`config.mk`:
```
export PLATFORM = sky130hd
export DESIGN_NAME = period_meas
export DESIGN_NICKNAME = d
export VERILOG_FILES = /design/src/rtl/freq_pkg.sv /design/src/rtl/edge_det.sv /design/src/rtl/period_meas.sv
export SDC_FILE = /design/constraint.sdc
export NUM_CORES = 1
export LEC_CHECK = 0
export ABC_AREA = 0
export CELL_PAD_IN_SITES_DETAIL_PLACEMENT = 0
export CELL_PAD_IN_SITES_GLOBAL_PLACEMENT = 1
export CORE_AREA = 2 2 69 71
export DETAILED_ROUTE_END_ITERATION = 8
export DIE_AREA = 0 0 71 73
export GPL_ROUTABILITY_DRIVEN = 0
export GPL_TIMING_DRIVEN = 0
export PLACE_DENSITY_LB_ADDON = 0.1
export SLEW_MARGIN = 20
export SYNTH_ARGS = -nofsm -noshare
export SYNTH_HDL_FRONTEND = slang
export SYNTH_SLANG_ARGS = --single-unit
export TNS_END_PERCENT = 20
```
`constraint.sdc`:
```
create_clock -name clk -period 2 [get_ports clk]
set_input_delay 0.4 -clock clk [delete_from_list [all_inputs] [get_ports clk]]
set_output_delay 0.4 -clock clk [all_outputs]
set_load 0.01 [all_outputs]
```
`src/rtl/freq_pkg.sv`:
```
// Shared definitions for the divider family: measurement FSM encoding and
// the all-ones count limit for an n-bit counter.
package freq_pkg;

  typedef enum logic {
    WAIT_RISE = 1'b0,
    MEASURE   = 1'b1
  } meas_state_t;

  function automatic int unsigned count_max(input int unsigned width);
    return (32'd1 << width) - 32'd1;
  endfunction

endpackage

```
`src/rtl/edge_det.sv`:
```
// Sample register and rising-edge detect for period_meas.
// Define SYNC_2FF_EN to insert a 2-flop synchronizer ahead of the sample register.
module edge_det (
  input  logic clk,
  input  logic rst,
  input  logic sig_in,
  output logic s,
  output logic rise
);

  logic sampled;
  logic s_reg;
  logic s_prev_reg;

`ifdef SYNC_2FF_EN
  logic [1:0] sync_reg;

  always_ff @(posedge clk or negedge rst) begin
    if (!rst) sync_reg <= '0;
    else      sync_reg <= {sync_reg[0], sig_in};
  end

  assign sampled = sync_reg[1];
`else
  assign sampled = sig_in;
`endif

  always_ff @(posedge clk or negedge rst) begin
    if (!rst) begin
      s_reg      <= 1'b0;
      s_prev_reg <= 1'b0;
    end else begin
      s_reg      <= sampled;
      s_prev_reg <= s_reg;
    end
  end

  assign s    = s_reg;
  assign rise = s_reg & ~s_prev_reg;

endmodule

```
`src/rtl/period_meas.sv`:
```
// Period / high-time monitor for a clk-synchronous square wave (e.g. a divN output).
// Define SYNC_2FF_EN to accept an asynchronous sig_in (adds 2 cycles of latency).
module period_meas
  import freq_pkg::*;
#(
  parameter int n = 8
) (
  input  logic         clk,
  input  logic         rst,
  input  logic         en,
  input  logic         sig_in,
  output logic [n-1:0] period,
  output logic [n-1:0] high_time,
  output logic         meas_valid,
  output logic         locked,
  output logic         changed,
  output logic         timeout
);

  localparam logic [n-1:0] cnt_max = n'(count_max(n));
  localparam logic [n-1:0] cnt_one = n'(1);

  meas_state_t state_reg, state_next;

  logic         s;
  logic         rise;
  logic         sat_hit;
  logic [n-1:0] pcnt_reg, pcnt_next;
  logic [n-1:0] hcnt_reg, hcnt_next;
  logic [n-1:0] period_reg, period_next;
  logic [n-1:0] high_reg, high_next;
  logic         meas_valid_reg, meas_valid_next;
  logic         locked_reg, locked_next;
  logic         changed_reg, changed_next;
  logic         timeout_reg, timeout_next;

  edge_det u_edge_det (
    .clk    (clk),
    .rst    (rst),
    .sig_in (sig_in),
    .s      (s),
    .rise   (rise)
  );

  // A rise on the saturating sample takes priority, so sat_hit excludes it.
  assign sat_hit = (state_reg == MEASURE) && !rise && (pcnt_reg == cnt_max - 1'b1);

  always_ff @(posedge clk or negedge rst) begin
    if (!rst) state_reg <= WAIT_RISE;
    else      state_reg <= state_next;
  end

  always_comb begin
    state_next = state_reg;
    if (!en) begin
      state_next = WAIT_RISE;
    end else begin
      case (state_reg)
        WAIT_RISE: if (rise) state_next = MEASURE;
        MEASURE:   if (sat_hit) state_next = WAIT_RISE;
      endcase
    end
  end

  always_comb begin
    pcnt_next       = pcnt_reg;
    hcnt_next       = hcnt_reg;
    period_next     = period_reg;
    high_next       = high_reg;
    meas_valid_next = 1'b0;
    changed_next    = 1'b0;
    locked_next     = locked_reg;
    timeout_next    = timeout_reg;
    if (!en) begin
      pcnt_next    = '0;
      hcnt_next    = '0;
      locked_next  = 1'b0;
      timeout_next = 1'b0;
    end else begin
      case (state_reg)
        WAIT_RISE: begin
          if (rise) begin
            pcnt_next = cnt_one;
            hcnt_next = cnt_one;
          end
        end
        MEASURE: begin
          if (rise) begin
            period_next     = pcnt_reg;
            high_next       = hcnt_reg;
            meas_valid_next = 1'b1;
            changed_next    = locked_reg && (pcnt_reg != period_reg);
            locked_next     = 1'b1;
            timeout_next    = 1'b0;
            pcnt_next       = cnt_one;
            hcnt_next       = cnt_one;
          end else if (sat_hit) begin
            pcnt_next    = cnt_max;
            locked_next  = 1'b0;
            timeout_next = 1'b1;
          end else begin
            // hcnt never exceeds pcnt, so only pcnt needs the saturation check above
            pcnt_next = pcnt_reg + 1'b1;
            if (s) hcnt_next = hcnt_reg + 1'b1;
          end
        end
      endcase
    end
  end

  always_ff @(posedge clk or negedge rst) begin
    if (!rst) begin
      pcnt_reg       <= '0;
      hcnt_reg       <= '0;
      period_reg     <= '0;
      high_reg       <= '0;
      meas_valid_reg <= 1'b0;
      locked_reg     <= 1'b0;
      changed_reg    <= 1'b0;
      timeout_reg    <= 1'b0;
    end else begin
      pcnt_reg       <= pcnt_next;
      hcnt_reg       <= hcnt_next;
      period_reg     <= period_next;
      high_reg       <= high_next;
      meas_valid_reg <= meas_valid_next;
      locked_reg     <= locked_next;
      changed_reg    <= changed_next;
      timeout_reg    <= timeout_next;
    end
  end

  assign period     = period_reg;
  assign high_time  = high_reg;
  assign meas_valid = meas_valid_reg;
  assign locked     = locked_reg;
  assign changed    = changed_reg;
  assign timeout    = timeout_reg;

endmodule

```
==> impl_table.tex, run 1 <==
\begin{tabular}{lr}
\hline
Metric & Value \\
\hline
\multicolumn{2}{l}{\textbf{Timing}} \\
Slew at the pin with the worst max-slew slack & 0.399 ns \\
Final TNS setup & 0 ns \\
Remaining max-slew budget at the tightest pin & 73.3\% \\
Highest achievable clock rate & 0.583 GHz \\
Max-slew violation count & 0 \\
Worst hold slack & 0.456 ns \\
Post-route clock skew & 0.00971 ns \\
Period minus WS final & 1.72 ns \\
Final hold vios & 0 \\
Final clock period utilization by the worst path & 85.8\% \\
RSZ-0062 raised after global routing & no \\
Setup violation total in the final timing report & 0 \\
\multicolumn{2}{l}{\textbf{Power}} \\
IR drop worst, VDD & 387 uV \\
Pwr Density & 725 nW/um\^{}2 \\
Static leakage power & 0.00111 uW \\
Overall power after layout & 1640 uW \\
\multicolumn{2}{l}{\textbf{Flow run}} \\
\# Max-Cap Violations & 0 \\
\multicolumn{2}{l}{\textbf{Drt}} \\
Vias per cell & 5.26 \\
Avg WL per Cell & 15.0 um \\
First-iteration detailed-routing DRC count & 102 \\
Remaining antenna violation count & 0 \\
DR pass1 iterations & 4 \\
Total wire length & 4090 um \\
Count of vias placed by the detailed router & 1431 \\
DRC & 0 \\
\multicolumn{2}{l}{\textbf{Synthesis}} \\
Gate count after technology mapping & 186 \\
Number of storage elements in the synthesis netlist & 39 \\
Seq/Total Area, Yosys & 53.4\% \\
Async SR Flop Fraction & 100\% \\
Post-synth net total & 193 \\
Post-synthesis instance area & 1830 um\^{}2 \\
Post-Synthesis Mean Instance Area & 9.83 um\^{}2 \\
Commonest cells post-synth & 55 x sky130\_fd\_sc\_hd\_\_nand2\_1, 39 x sky130\_fd\_sc\_hd\_\_dfrtp\_1, 14 x sky130\_fd\_sc\_hd\_\_xor2\_1 \\
Most instantiated flip-flop cell in the synthesis netlist & sky130\_fd\_sc\_hd\_\_dfrtp\_1 \\
Post-synthesis cell type count & 40 \\
EDFF count, synth & 0 \\
Synth warn & 0 \\
Top-area cell type share of the netlist area & 53.4\% \\
Library cell with the highest instance count after synthesis & sky130\_fd\_sc\_hd\_\_nand2\_1 \\
Area leader, netlist & sky130\_fd\_sc\_hd\_\_dfrtp\_1 \\
Biggest area contributors in the synthesized netlist & sky130\_fd\_sc\_hd\_\_dfrtp\_1 53\%, sky130\_fd\_sc\_hd\_\_nand2\_1 11\%, sky130\_fd\_sc\_hd\_\_xor2\_1 6.7\% \\
\multicolumn{2}{l}{\textbf{Placement}} \\
Count of input and output buffers & 22 \\
Cell count after placement & 263 \\
Placed standard-cell area & 2130 um\^{}2 \\
Final HPWL DP & 2880 um \\
\multicolumn{2}{l}{\textbf{Min path}} \\
Worst Hold Class & register to register \\
Number of cells traversed by the worst hold path & 1 \\
Sink of the worst hold path & hcnt\_reg[0]\$\_DFFE\_PN0P\_ \\
Startpoint of the most critical hold path & u\_edge\_det.s\_prev\_reg\$\_DFF\_PN0\_ \\
\multicolumn{2}{l}{\textbf{Floorplan}} \\
Std cell rows & 25 \\
Die Footprint & 5180 um\^{}2 \\
Chip Height & 73 um \\
Initial standard-cell utilization of the core & 40.3\% \\
Core area & 4540 um\^{}2 \\
I/O pin count & 24 \\
Die Span X & 71 um \\
\multicolumn{2}{l}{\textbf{Setup path}} \\
Critical path required time & 2.18 ns \\
Arrival time worst endpoint & 1.89 ns \\
Path depth of the worst reg2reg path & 6 \\
Critical R2R Launch & pcnt\_reg[0]\$\_DFFE\_PN0P\_ \\
Critical path type & register to register \\
Sort of element at the end of the critical path & register \\
Largest fanout on the critical path & 10 \\
Cell type of the slowest stage on the worst timing path & sky130\_fd\_sc\_hd\_\_dfrtp\_1 \\
Crit-path cells & inv\_1 -> ha\_1 -> nand4\_4 -> o21ai\_2 -> mux2i\_1 -> a21oi\_1 \\
Number of buffers and inverters on the critical path & 1 \\
Slowest Stage Delay on Critical Path & 0.44 ns \\
Category of cells accounting for the largest share of critical-path delay & flip-flops \\
Reg2Reg Setup Slack & 0.28 ns \\
Critical R2R Capture & hcnt\_reg[0]\$\_DFFE\_PN0P\_ \\
Category of the worst setup path launch point & register \\
\multicolumn{2}{l}{\textbf{GRT}} \\
Wire length of the first global-routing pass & 6990 um \\
Number of antenna violations at the first check in global routing & 0 \\
Largest net degree at the start of global routing & 28 \\
Total GRT Usage & 17.8\% \\
Vias in the first global route & 1408 \\
Overflow after GRT & 0 \\
\multicolumn{2}{l}{\textbf{Clock network}} \\
Clock Tree Buf Depth & 2 \\
Clock H-tree levels & 2 \\
Number of sinks driven by the clock tree & 39 \\
Worst-skew pair later-pin latency & 0.30 ns \\
Clock buffer count from CTS & 5 \\
CTS tree & built \\
CTS clk-pin slew, worst paths & 0.08 ns \\
Master cell of the clock root buffer & sky130\_fd\_sc\_hd\_\_clkbuf\_8 \\
\multicolumn{2}{l}{\textbf{Layout}} \\
Final instance count without filler cells & 272 \\
Area growth, synth to finish & 23.5\% \\
Fillers & 442 \\
Fraction of final layout cells with drive strength greater than 1 & 11.0\% \\
Count of inserted antenna diode cells & 0 \\
Design Area, Final & 2260 um\^{}2 \\
Number of nets in the layout & 224 \\
\multicolumn{2}{l}{\textbf{Status}} \\
Result of the run & finished, final reports clean \\
\hline
\end{tabular}
worst register-to-register path, delay by kind of cell (launching register included):
family          cells  cell delay, ns
fa+ha+maj           1            0.22
flops               1            0.44
compound gates      2            0.38
simple gates        1            0.18
mux                 1            0.22
buf+inv             1            0.15
area by class of cell:
cell class | instances | area [um^2] | area share, %
flip-flops and latches | 39 | 976 | 43.2
multi-input cells | 136 | 796 | 35.2
repair buffers | 24 | 245 | 10.9
clock buffers | 6 | 82.6 | 3.65
well taps | 54 | 67.6 | 2.99
plain buffers | 7 | 42.5 | 1.88
clock inverters | 2 | 35.0 | 1.55
inverters | 4 | 15.0 | 0.664
worst max path at each step:
stage,slack [ns],endpoint,start,cells past startpoint
global route,0.16,hcnt_reg[0]$_DFFE_PN0P_,pcnt_reg[0]$_DFFE_PN0P_,6
global placement,-0.43,high_time[7]$_DFFE_PN0P_,rst,1
floorplan,0.58,hcnt_reg[0]$_DFFE_PN0P_,pcnt_reg[0]$_DFFE_PN0P_,6
finish,0.28,hcnt_reg[0]$_DFFE_PN0P_,pcnt_reg[0]$_DFFE_PN0P_,6
CTS,0.30,hcnt_reg[0]$_DFFE_PN0P_,pcnt_reg[0]$_DFFE_PN0P_,6
detailed placement,0.32,hcnt_reg[0]$_DFFE_PN0P_,pcnt_reg[0]$_DFFE_PN0P_,6
kinds of logic after synthesis:
logic type | share of synthesized area, %
mux | 0.547
simple gates | 23.2
flops | 53.4
compound gates | 11.0
xor+xnor | 6.70
fa+ha+maj | 2.05
buf+inv | 3.15
report_power, final:
part / total [uW] / switching [uW] / leakage, uW / internal (uW)
logic: 126 / 74.2 / 0.000511 / 51.4
clock network: 685 / 282 / 0.0000612 / 404
registers: 828 / 21.6 / 0.000535 / 807
total: 1640 / 377 / 0.00111 / 1260
timing repair:
item,CTS,global route
hold endpoints to repair,12,0
resized for setup,0,0
hold buffers,1,0
buffers inserted,0,0
stage by stage:
step           setup slack, ns  utilization, %
2_1_floorplan            0.583               -
3_3_place_gp            -0.428            46.7
3_5_place_dp             0.322            47.0
4_1_cts                  0.302            49.8
5_1_grt                  0.157            49.8
6_report                 0.284            49.8
cell usage in the layout, fill, tap and decap left out, drive strengths merged, types with 3 or more instances in the layout:
cell / netlist / final
nor2: 13 / 13
and2: 3 / 3
a21oi: 5 / 5
nand2: 55 / 55
dfrtp: 39 / 39
clkdlybuf4s50: 0 / 21
ha: 3 / 3
o2111ai: 4 / 4
nand3: 6 / 6
a31oi: 3 / 3
inv: 4 / 4
xor2: 14 / 14
clkbuf: 1 / 7
buf: 6 / 8
o21ai: 8 / 8
routing by layer:
layer	track usage [%]	part of all wire (%)	vias up
met5	0	0	-
met3	3.59	4.3	5
met2	26.5	45	37
met4	8.81	1.4	0
li1	-	-	692
met1	24.8	49	697
(Power assumes the default switching activity.)
==> run 2, diff against run 1 <==
--- a/config.mk
+++ b/config.mk
@@ -6,6 +6,7 @@
 export NUM_CORES = 1
 export LEC_CHECK = 0
 export ABC_AREA = 0
+export CAP_MARGIN = 20
 export CELL_PAD_IN_SITES_DETAIL_PLACEMENT = 0
 export CELL_PAD_IN_SITES_GLOBAL_PLACEMENT = 1
 export CORE_AREA = 2 2 69 71
@@ -13,6 +14,7 @@
 export DIE_AREA = 0 0 71 73
 export GPL_ROUTABILITY_DRIVEN = 0
 export GPL_TIMING_DRIVEN = 0
+export HOLD_SLACK_MARGIN = 0.12
 export PLACE_DENSITY_LB_ADDON = 0.1
 export SLEW_MARGIN = 20
 export SYNTH_ARGS = -nofsm -noshare
==> results of run 2 <==
The final DEF is identical to that of run 1; final timing and power are the same.
